--- config.mk ---
export PLATFORM = sky130hd
export DESIGN_NAME = ttl_74169_preload_ctrl
export DESIGN_NICKNAME = d
export VERILOG_FILES = /design/src/rtl/ttl_74169_preload_ctrl.sv
export SDC_FILE = /design/constraint.sdc
export NUM_CORES = 1
export LEC_CHECK = 0
export ABC_AREA = 1
export CORE_MARGIN = 8
export CORE_UTILIZATION = 35
export CTS_CLUSTER_DIAMETER = 80
export DETAILED_ROUTE_END_ITERATION = 8
export HOLD_SLACK_MARGIN = 0.12
export PLACE_DENSITY = 0.64
export SLEW_MARGIN = 10
export SYNTH_ARGS = -nofsm -noshare
export SYNTH_HDL_FRONTEND = slang
export SYNTH_SLANG_ARGS = --single-unit
--- constraint.sdc ---
create_clock -name clk -period 0.9 [get_ports clk]
set_input_delay 0.18 -clock clk [delete_from_list [all_inputs] [get_ports clk]]
set_output_delay 0.18 -clock clk [all_outputs]
set_load 0.005 [all_outputs]
--- src/rtl/ttl_74169_preload_ctrl.sv ---
// Preload controller for a cascaded 74169 counter chain.
// Shadows CPU byte writes and holds load_n low until the counters' cen edge latches P.
module ttl_74169_preload_ctrl #(
    parameter int WIDTH       = 12,
    parameter bit AUTO_RELOAD = 1'b0
) (
    input  logic             clk,
    input  logic             Reset_n,
    input  logic             cen,
    input  logic             cpu_wr_lo,
    input  logic             cpu_wr_hi,
    input  logic [7:0]       cpu_din,
    input  logic             line_start,
    output logic             load_n,
    output logic [WIDTH-1:0] P,
    output logic             pending,
    output logic             busy,
    output logic             overrun
);

    typedef enum logic {
        IDLE,
        ARMED
    } state_t;

    state_t           state;
    state_t           state_nx;
    logic [WIDTH-1:0] shadow;
    logic             last_cen;
    logic             cen_rise;
    logic             arm;
    logic             unused_din;

    // Upper cpu_din bits are dropped on hi writes for narrow chains.
    assign unused_din = ^cpu_din;

    assign cen_rise = cen & ~last_cen;
    assign arm      = (state == IDLE) & line_start & (pending | AUTO_RELOAD);

    always_ff @(posedge clk or negedge Reset_n) begin
        if (!Reset_n) begin
            state <= IDLE;
        end else begin
            state <= state_nx;
        end
    end

    always_comb begin
        state_nx = state;
        load_n   = 1'b1;
        busy     = 1'b0;
        unique case (state)
            IDLE: begin
                if (arm) state_nx = ARMED;
            end
            ARMED: begin
                load_n = 1'b0;
                busy   = 1'b1;
                if (cen_rise) state_nx = IDLE;
            end
            default: state_nx = IDLE;
        endcase
    end

    // Held at 1 through reset so a cen already high is not seen as an edge.
    always_ff @(posedge clk or negedge Reset_n) begin
        if (!Reset_n) begin
            last_cen <= 1'b1;
        end else begin
            last_cen <= cen;
        end
    end

    always_ff @(posedge clk or negedge Reset_n) begin
        if (!Reset_n) begin
            shadow <= '0;
        end else begin
            if (cpu_wr_lo) shadow[7:0] <= cpu_din;
            if (cpu_wr_hi) shadow[WIDTH-1:8] <= cpu_din[WIDTH-9:0];
        end
    end

    always_ff @(posedge clk or negedge Reset_n) begin
        if (!Reset_n) begin
            P <= '0;
        end else if (arm) begin
            P <= shadow;
        end
    end

    // A hi write in the arming clk marks the new value for the next line.
    always_ff @(posedge clk or negedge Reset_n) begin
        if (!Reset_n) begin
            pending <= 1'b0;
        end else if (cpu_wr_hi) begin
            pending <= 1'b1;
        end else if (arm) begin
            pending <= 1'b0;
        end
    end

    always_ff @(posedge clk or negedge Reset_n) begin
        if (!Reset_n) begin
            overrun <= 1'b0;
        end else if (line_start && (state == ARMED)) begin
            overrun <= 1'b1;
        end else if (cpu_wr_hi) begin
            overrun <= 1'b0;
        end
    end

endmodule
After elaboration in Yosys (flattened, before gate mapping)

Index checks and enable logic that the tools add are counted.

Multiplexer cells: 9
Bitwise logic cells: 5
Reduce and logical (&&, ||, !) cells: 3

Operator list:

| operator                              | number |
|---|---|
| 1-bit two-way mux                     | 8 |
| 2-bit nonzero test                    | 2 |
| 1-bit AND                             | 3 |
| 1-bit inverter                        | 2 |
| 1-bit one-hot mux with 2 select lines | 1 |
| 1-bit logical AND                     | 1 |

Bits in registers: 28
Input port bits: 14
Output and inout port bits: 16
Word-level logic and storage cells: 24

Longest topological paths before layout

Gate-level depths: netlist (run 1).

Depth in word-level cells: 5
Mapped depth: 5
Gate-level depth less buffers: 4

Worst setup path after synthesis (run 1)

OpenSTA, ideal clock, no wires.

Kind: reg-to-reg
From: register state
To: register P[10]
Setup time: 0.117 ns
Arrival: 0.811 ns
Required time: 0.783 ns
Setup slack: -0.027 ns
Cell stages (with the launch flop): 6
Path buffers: 1
Period minus slack after synthesis: 0.927 ns
Cell sequence: dfrtp_1 > inv_2 > nand3_2 > buf_6 > nand2_1 > nand2_1

Cells in the longest elaborated chain, start to end: 3

Ends and longest elaborated chain:

| what                    | RTL line | RTL |
|---|---|---|
| from (decl)             | 26       | `state_t state;` |
| from (signal assigned)  | 44       | `state <= state_nx;` |
| 1-bit inverter          | 38       | `assign arm = (state == IDLE) & line_start & (pending \| AUTO_RELOAD);` |
| 1-bit AND (2 in series) | 38       |  |
| to (signal assigned)    | 87       | `P <= shadow;` |
| to (decl)               | 15       | `output logic [WIDTH-1:0] P,` |

Every way passes these cells.
A chain may end at the register's enable or synchronous reset.

Final worst setup path (run 1)

From: register state
To: register P[1]

The elaborated chain is that of the path after synthesis.

==> impl_results.md, run 1 <==
- TritonRoute pass-1 iters: 4
- Syn Inst Count: 116
- Worst-skew pair later-pin latency: about 320 ps
- Largest net degree at the start of global routing: 28
- DP Cell Count: 201
- DR vias/cell: 4.368
- Final setup violation count: 31
- Net Count, Synth: 130
- Clk root buf: clkbuf_4
- Total GRT Usage: 10.67%
- Critical path class: reg2reg
- Area grow syn2layout: 60.41%
- Drt wl/cell: 12.64 um
- Pwr Density: approximately 2600 mW/mm^2
- Share of layout cells above drive strength 1: 38.04%
- Peak VDD IR: 764.5 uV
- # IOs: 30
- Layout Nets: 199
- Clock slew at reported path FFs: 140 ps
- Worst slew pin tran: approximately 300 ps
- Crit path DAT: 1440 ps
- Clk buf depth: 2
- CTS tree: done
- Register area share after synthesis: 63.82%
- Port bufs: 29
- Minimum clock period: 1214 ps
- Die width: between 70 and 80 um
- Drt drc: 0
- Crit-path max FO: 7
- Post-DP HPWL: 1803 um
- Row count: 20
- First-pass GRT wire length: 4388 um
- Core area: 0.003028 sq mm
- Fin worst setup slack: -314.2 ps
- DRT iter0 DRCs: 79
- Via count of the first global-routing pass: 913
- H-tree Lvls: 1
- Distinct cells, synth: 11
- Hold Crit Class: in2async
- Via count: 996
- Violated checks: negative setup slack
- Worst Path Required: between 1000 and 1500 ps
- Final period util: 134.9%
- Post-layout util: around three fifths
- Crit end category: flip-flop
- Type of origin of the critical path: flip-flop
- Max Cap Viol: 0
- Antenna Nets Post-Route: 0
- Synthesized area per cell: between 9 and 10 sq um
- Hold buffer count at cts: 0
- Die area: 0.005192 sq mm
- Final Skew: 6.400 ps
- WL final: 2883 um
- Starting Density: 36.32%
- Routability cong.: approximately 0.76
- Fin. Hold Viols: 0
- Fill count: between 200 and 300
- Num CTS Buffers: 3
- Synthesized area: 0.001100 sq mm
- Die Span Y: 72.06 um
- Initial antenna violation count: 0
- Synth Register Bits: 28
- Pins Over Slew Limit: 0
- Number of diodes: 0
- Sink Count: 28
- Ys Warns: 0
- P_leak: 0.0009346 uW
- RSZ-0062 raised after global routing: yes
- Layout Cells excl Fill: between 200 and 250
- Status: complete, but fails checks
- Fmax: just over 0.8 GHz
- Worst slew margin: roughly four fifths
- Total gr overflow: 0
## worst max-delay path: stages (launching register included)
cell and delay (ps):
dfrtp_1 430, buf_6 140, inv_6 40, buf_4 110, buf_12 120, nand3_4 120, nand2_2 110, nand2_1 50
## power breakdown
part / switching (uW) / internal, uW / leakage, uW
Clock: 363 / 174 / 0.0000150
Combinational: 899 / 1410 / 0.000578
Sequential: 172 / 1600 / 0.000342
Total: 1430 / 3190 / 0.000935
## repair_timing
action                                  in CTS  in global routing
setup buffers                               10                 12
endpoints found under the setup margin      30                 31
gates resized for setup                     73                 19
cloned                                       1                  0
pin swaps                                    1                  6
## path summary, 6_finish.rpt
path	from	endpoint	slack (ps)	cells past startpoint
setup / recovery	state$_DFF_PN0_	P[1]$_DFFE_PN0P_	-310	7
max in group asynchronous	Reset_n	P[8]$_DFFE_PN0P_	520	2
hold reg to reg	shadow[8]$_DFFE_PN0P_	shadow[8]$_DFFE_PN0P_	500	2
hold / removal	Reset_n	last_cen$_DFF_PN1_	230	1
min in group clk	cen	last_cen$_DFF_PN1_	280	1
setup reg to reg	state$_DFF_PN0_	P[1]$_DFFE_PN0P_	-310	7
## final cells by class
class / count / area (sq um) / share of cell area [%]
Sequential cell: 28 / 701.9 / 39.79
Tap cell: 44 / 55.05 / 3.121
Multi-Input combinational cell: 72 / 364.1 / 20.64
Timing Repair Buffer: 68 / 566.8 / 32.13
Inverter: 12 / 50.05 / 2.837
Clock buffer: 4 / 26.28 / 1.489
## routing by layer
metal  vias up  global-route usage [%]  routed length, um
met2        19                   17.11               1496
met1       466                   12.46               1216
met5         -                       0                  0
li1        509                       -                  -
met4         0                   6.349                 38
met3         2                   2.893                131
## kinds of logic after synthesis
kind of cell | share of synthesized area (%)
buffers and inverters | 7.394
and+or+nand+nor | 23.78
AOI/OAI and AO/OA | 5.005
DFF | 63.82
## cell usage after synthesis
master,instances,area [sq um]
buf_2,2,10.01
buf_4,2,15.01
buf_6,1,11.26
dfrtp_1,27,675.7
dfstp_2,1,26.28
inv_1,11,41.29
inv_2,1,3.750
nand2_1,47,176.4
nand3_2,1,10.01
nand4_1,12,75.07
o21ai_0,11,55.05
## flip-flops by register name (all words and copies together), names as in the netlist
| register | count |
|---|---|
| P | 12 |
| last_cen | 1 |
| overrun | 1 |
| pending | 1 |
| shadow | 12 |
| state | 1 |
## through the flow
stage / TNS [ps] / setup WS [ps] / hold slack, ps / power (uW) / cell area [sq um]
CTS: -6036 / -298.5 / 220.2 / 4081 / 1622
floorplan: -247.3 / -27.48 / -115.6 / 2278 / 1100
finish: -6408 / -314.2 / 227.0 / 4620 / 1764
global route: -7973 / -375.8 / 205.9 / 4907 / 1764
global placement: -7443 / -316.9 / 459.1 / 3424 / 1549
detailed placement: -8205 / -358.5 / 461.9 / 3453 / 1549
## placed cells by master, fill, tap and decap left out
| master | instances |
|---|---|
| buf_12 | 2 |
| buf_2 | 14 |
| buf_4 | 31 |
| buf_6 | 7 |
| buf_8 | 1 |
| clkbuf_1 | 1 |
| clkbuf_4 | 3 |
| clkdlybuf4s50_1 | 13 |
| dfrtp_1 | 27 |
| dfstp_2 | 1 |
| inv_1 | 11 |
| inv_6 | 1 |
| nand2_1 | 41 |
| nand2_2 | 6 |
| nand3_4 | 2 |
| nand4_1 | 12 |
| o21ai_0 | 9 |
| o21ai_2 | 2 |
Note: power is estimated with default switching activity, not from simulation.
==> run 2, diff against run 1 <==
- CAP_MARGIN: default -> 25
==> results of run 2 <==
Final layout, timing and power as in run 1 (identical DEF).
==> run 3, diff against run 2 <==
--- a/config.mk
+++ b/config.mk
@@ -9,9 +9,9 @@
 export CAP_MARGIN = 25
 export CORE_MARGIN = 8
-export CORE_UTILIZATION = 35
+export CORE_UTILIZATION = 36
 export CTS_CLUSTER_DIAMETER = 80
 export DETAILED_ROUTE_END_ITERATION = 8
 export HOLD_SLACK_MARGIN = 0.12
-export PLACE_DENSITY = 0.64
+export PLACE_DENSITY = 0.65
 export SLEW_MARGIN = 10
 export SYNTH_ARGS = -nofsm -noshare
==> constraint.sdc (replaced) <==
create_clock -name clk -period 0.9 [get_ports clk]
set_input_delay 0.18 -clock clk [delete_from_list [all_inputs] [get_ports clk]]
set_output_delay 0.18 -clock clk [all_outputs]
set_load 0.02 [all_outputs]
==> impl_results.md, run 3 (synthesis results as in run 1) <==
- Status: complete, but fails checks
- Violated checks: negative setup slack
- Type of origin of the critical path: flip-flop
- Starting Density: 36.93% (+0.61 points)
- Die width: 71.27 um (-1.1%)
- Largest net degree at the start of global routing: 29 (+3.6%)
- Fmax: 0.8729 GHz (+6.0%)
- Die Span Y: 71.27 um (-1.1%)
- Fin. Hold Viols: 0 (unchanged)
- Crit end category: output pin
- DRT iter0 DRCs: 23 (-71%)
- Routability cong.: 0.7421 (-1.9%)
- Commonest non-fill, non-tap cell in the layout: nand2_1
- CP max stage cell: dfrtp_2
- Crit path buf inv count: 2 (-2)
- End of the worst register-to-register path: P[4]$_DFFE_PN0P_
- Clk buf depth: 2 (unchanged)
- Critical path's largest stage delay: 460 ps (+30 ps)
- Die area: 0.005079 sq mm (-2.2%)
- Total gr overflow: 0 (unchanged)
- H-tree Lvls: 1 (unchanged)
- Top sig layer: met4
- Final TNS setup: -5184 ps (+1223 ps)
- Drt drc: 0 (unchanged)
- Cell Chain, Critical Path: inv_2 > buf_6
- Total GRT Usage: 9.692% (-0.98 points)
- Hold Crit Class: in2async
- Pins Over Slew Limit: 0 (unchanged)
- Initial antenna violation count: 0 (unchanged)
- Crit path DAT: 970 ps (-470 ps)
- Antenna Nets Post-Route: 0 (unchanged)
- Worst Path Required: 720 ps (-410 ps)
- Final period util: 127.3% (-7.6 points)
- Hold WS: 201.2 ps (-25.76 ps)
- Pwr Density: 2814 mW/mm^2 (+7.4%)
- Most frequent cells in the layout: nand2_1 (47), dfrtp_1 (25), buf_6 (16), buf_4 (16)
- Registers with the most flip-flops: P (12), shadow (12)
- Area grow syn2layout: 47.55%
- P_leak: 0.0008412 uW (-10%)
- Worst-skew pair later-pin latency: 310 ps (about the same)
- Row count: 20 (unchanged)
- Post-DP HPWL: 1756 um (-2.6%)
- # IOs: 30 (unchanged)
- Port bufs: 29 (unchanged)
- RSZ-0062 raised after global routing: yes
- Fill count: 261 (-1.1%)
- Worst slew margin: 77.20% (-3.1 points)
- Met3 wire length: 98 um (-25%)
- Clk root buf: clkbuf_4
- Critical path class: reg2out
- Worst slack at placement: -393.5 ps (-35.06 ps)
- Share of layout cells above drive strength 1: 26.99% (-11 points)
- Via count: 897 (-9.9%)
- Reg2reg path depth: 5 (-2)
- PnR Total Power: 4566 uW (-1.2%)
- Clock slew at reported path FFs: 130 ps (about the same)
- FF-to-FF setup slack: -220 ps (+90 ps)
- Post-layout util: 54.50% (-3.8 points)
- Final setup violation count: 30 (-3.2%)
- CTS tree: done
- DR vias/cell: 4.577 (+4.8%)
- Layout Nets: 178 (-11%)
- First-pass GRT wire length: 4050 um (-7.7%)
- Crit-path max FO: 4 (-3)
- Final Skew: 2.137 ps (-4.263 ps)
- Drt wl/cell: 12.03 um (-4.9%)
- Sink Count: 28 (unchanged)
- TritonRoute pass-1 iters: 4 (unchanged)
- CP top delay family: flip-flops
- Number of diodes: 0 (unchanged)
- Minimum clock period: 1146 ps (-68.57 ps)
- Worst slew pin tran: 342.0 ps (+47.95 ps)
- DRT met1 WL: 1056 um (-13%)
- R2r startpoint: state$_DFF_PN0_
- Core area: 0.002978 sq mm (-1.7%)
- Max Cap Viol: 0 (unchanged)
- Num CTS Buffers: 3 (unchanged)
- Hold buffer count at cts: 0 (unchanged)
- Via count of the first global-routing pass: 931 (+2.0%)
- WL met2: 1188 um (-21%)
- Peak VDD IR: 847.9 uV (+11%)
- Fin worst setup slack: -245.6 ps (+68.57 ps)
- WL final: 2357 um (-18%)
==> run 3: worst max path at each step <==
stage / start / to / depth (start not counted)
2_1_floorplan: state$_DFF_PN0_ / P[10]$_DFFE_PN0P_ / 5
3_3_place_gp: state$_DFF_PN0_ / load_n / 2
3_5_place_dp: line_start / P[4]$_DFFE_PN0P_ / 4
4_1_cts: state$_DFF_PN0_ / load_n / 2
5_1_grt: state$_DFF_PN0_ / load_n / 2
6_report: state$_DFF_PN0_ / load_n / 2
==> run 3: area by class of cell <==
type	instances	area, sq um	share of cell area (%)
clock buffer	4	36.28	2.236
inverter	12	45.04	2.776
multi-input combinational	72	341.6	21.05
sequential	28	704.4	43.41
tap	33	41.29	2.544
timing repair buffer	47	454.2	27.99
==> run 3: where the power goes <==
group | switching (uW) | internal (uW) | total (uW)
registers | 263 | 1610 | 1870
logic | 997 | 1110 | 2110
clock network | 335 | 247 | 582
total | 1590 | 2970 | 4570
==> run 3: metrics by stage <==
step	instances	cell area, sq um
2_1_floorplan	116	1105
3_3_place_gp	185	1500
3_5_place_dp	185	1500
4_1_cts	195	1604
5_1_grt	196	1623
6_report	196	1623
==> run 3: repair_timing <==
item	4_1_cts	5_1_grt
buffers inserted	5	1
gates resized for setup	96	2
gates cloned	1	0
endpoints found under the setup margin	30	31
==> run 3: layer usage <==
layer  vias up  global-route usage (%)
li1        466                       -
met1       412                   11.15
met2        17                   16.63
met3         2                   2.371
met4         0                   4.157
met5         -                       0
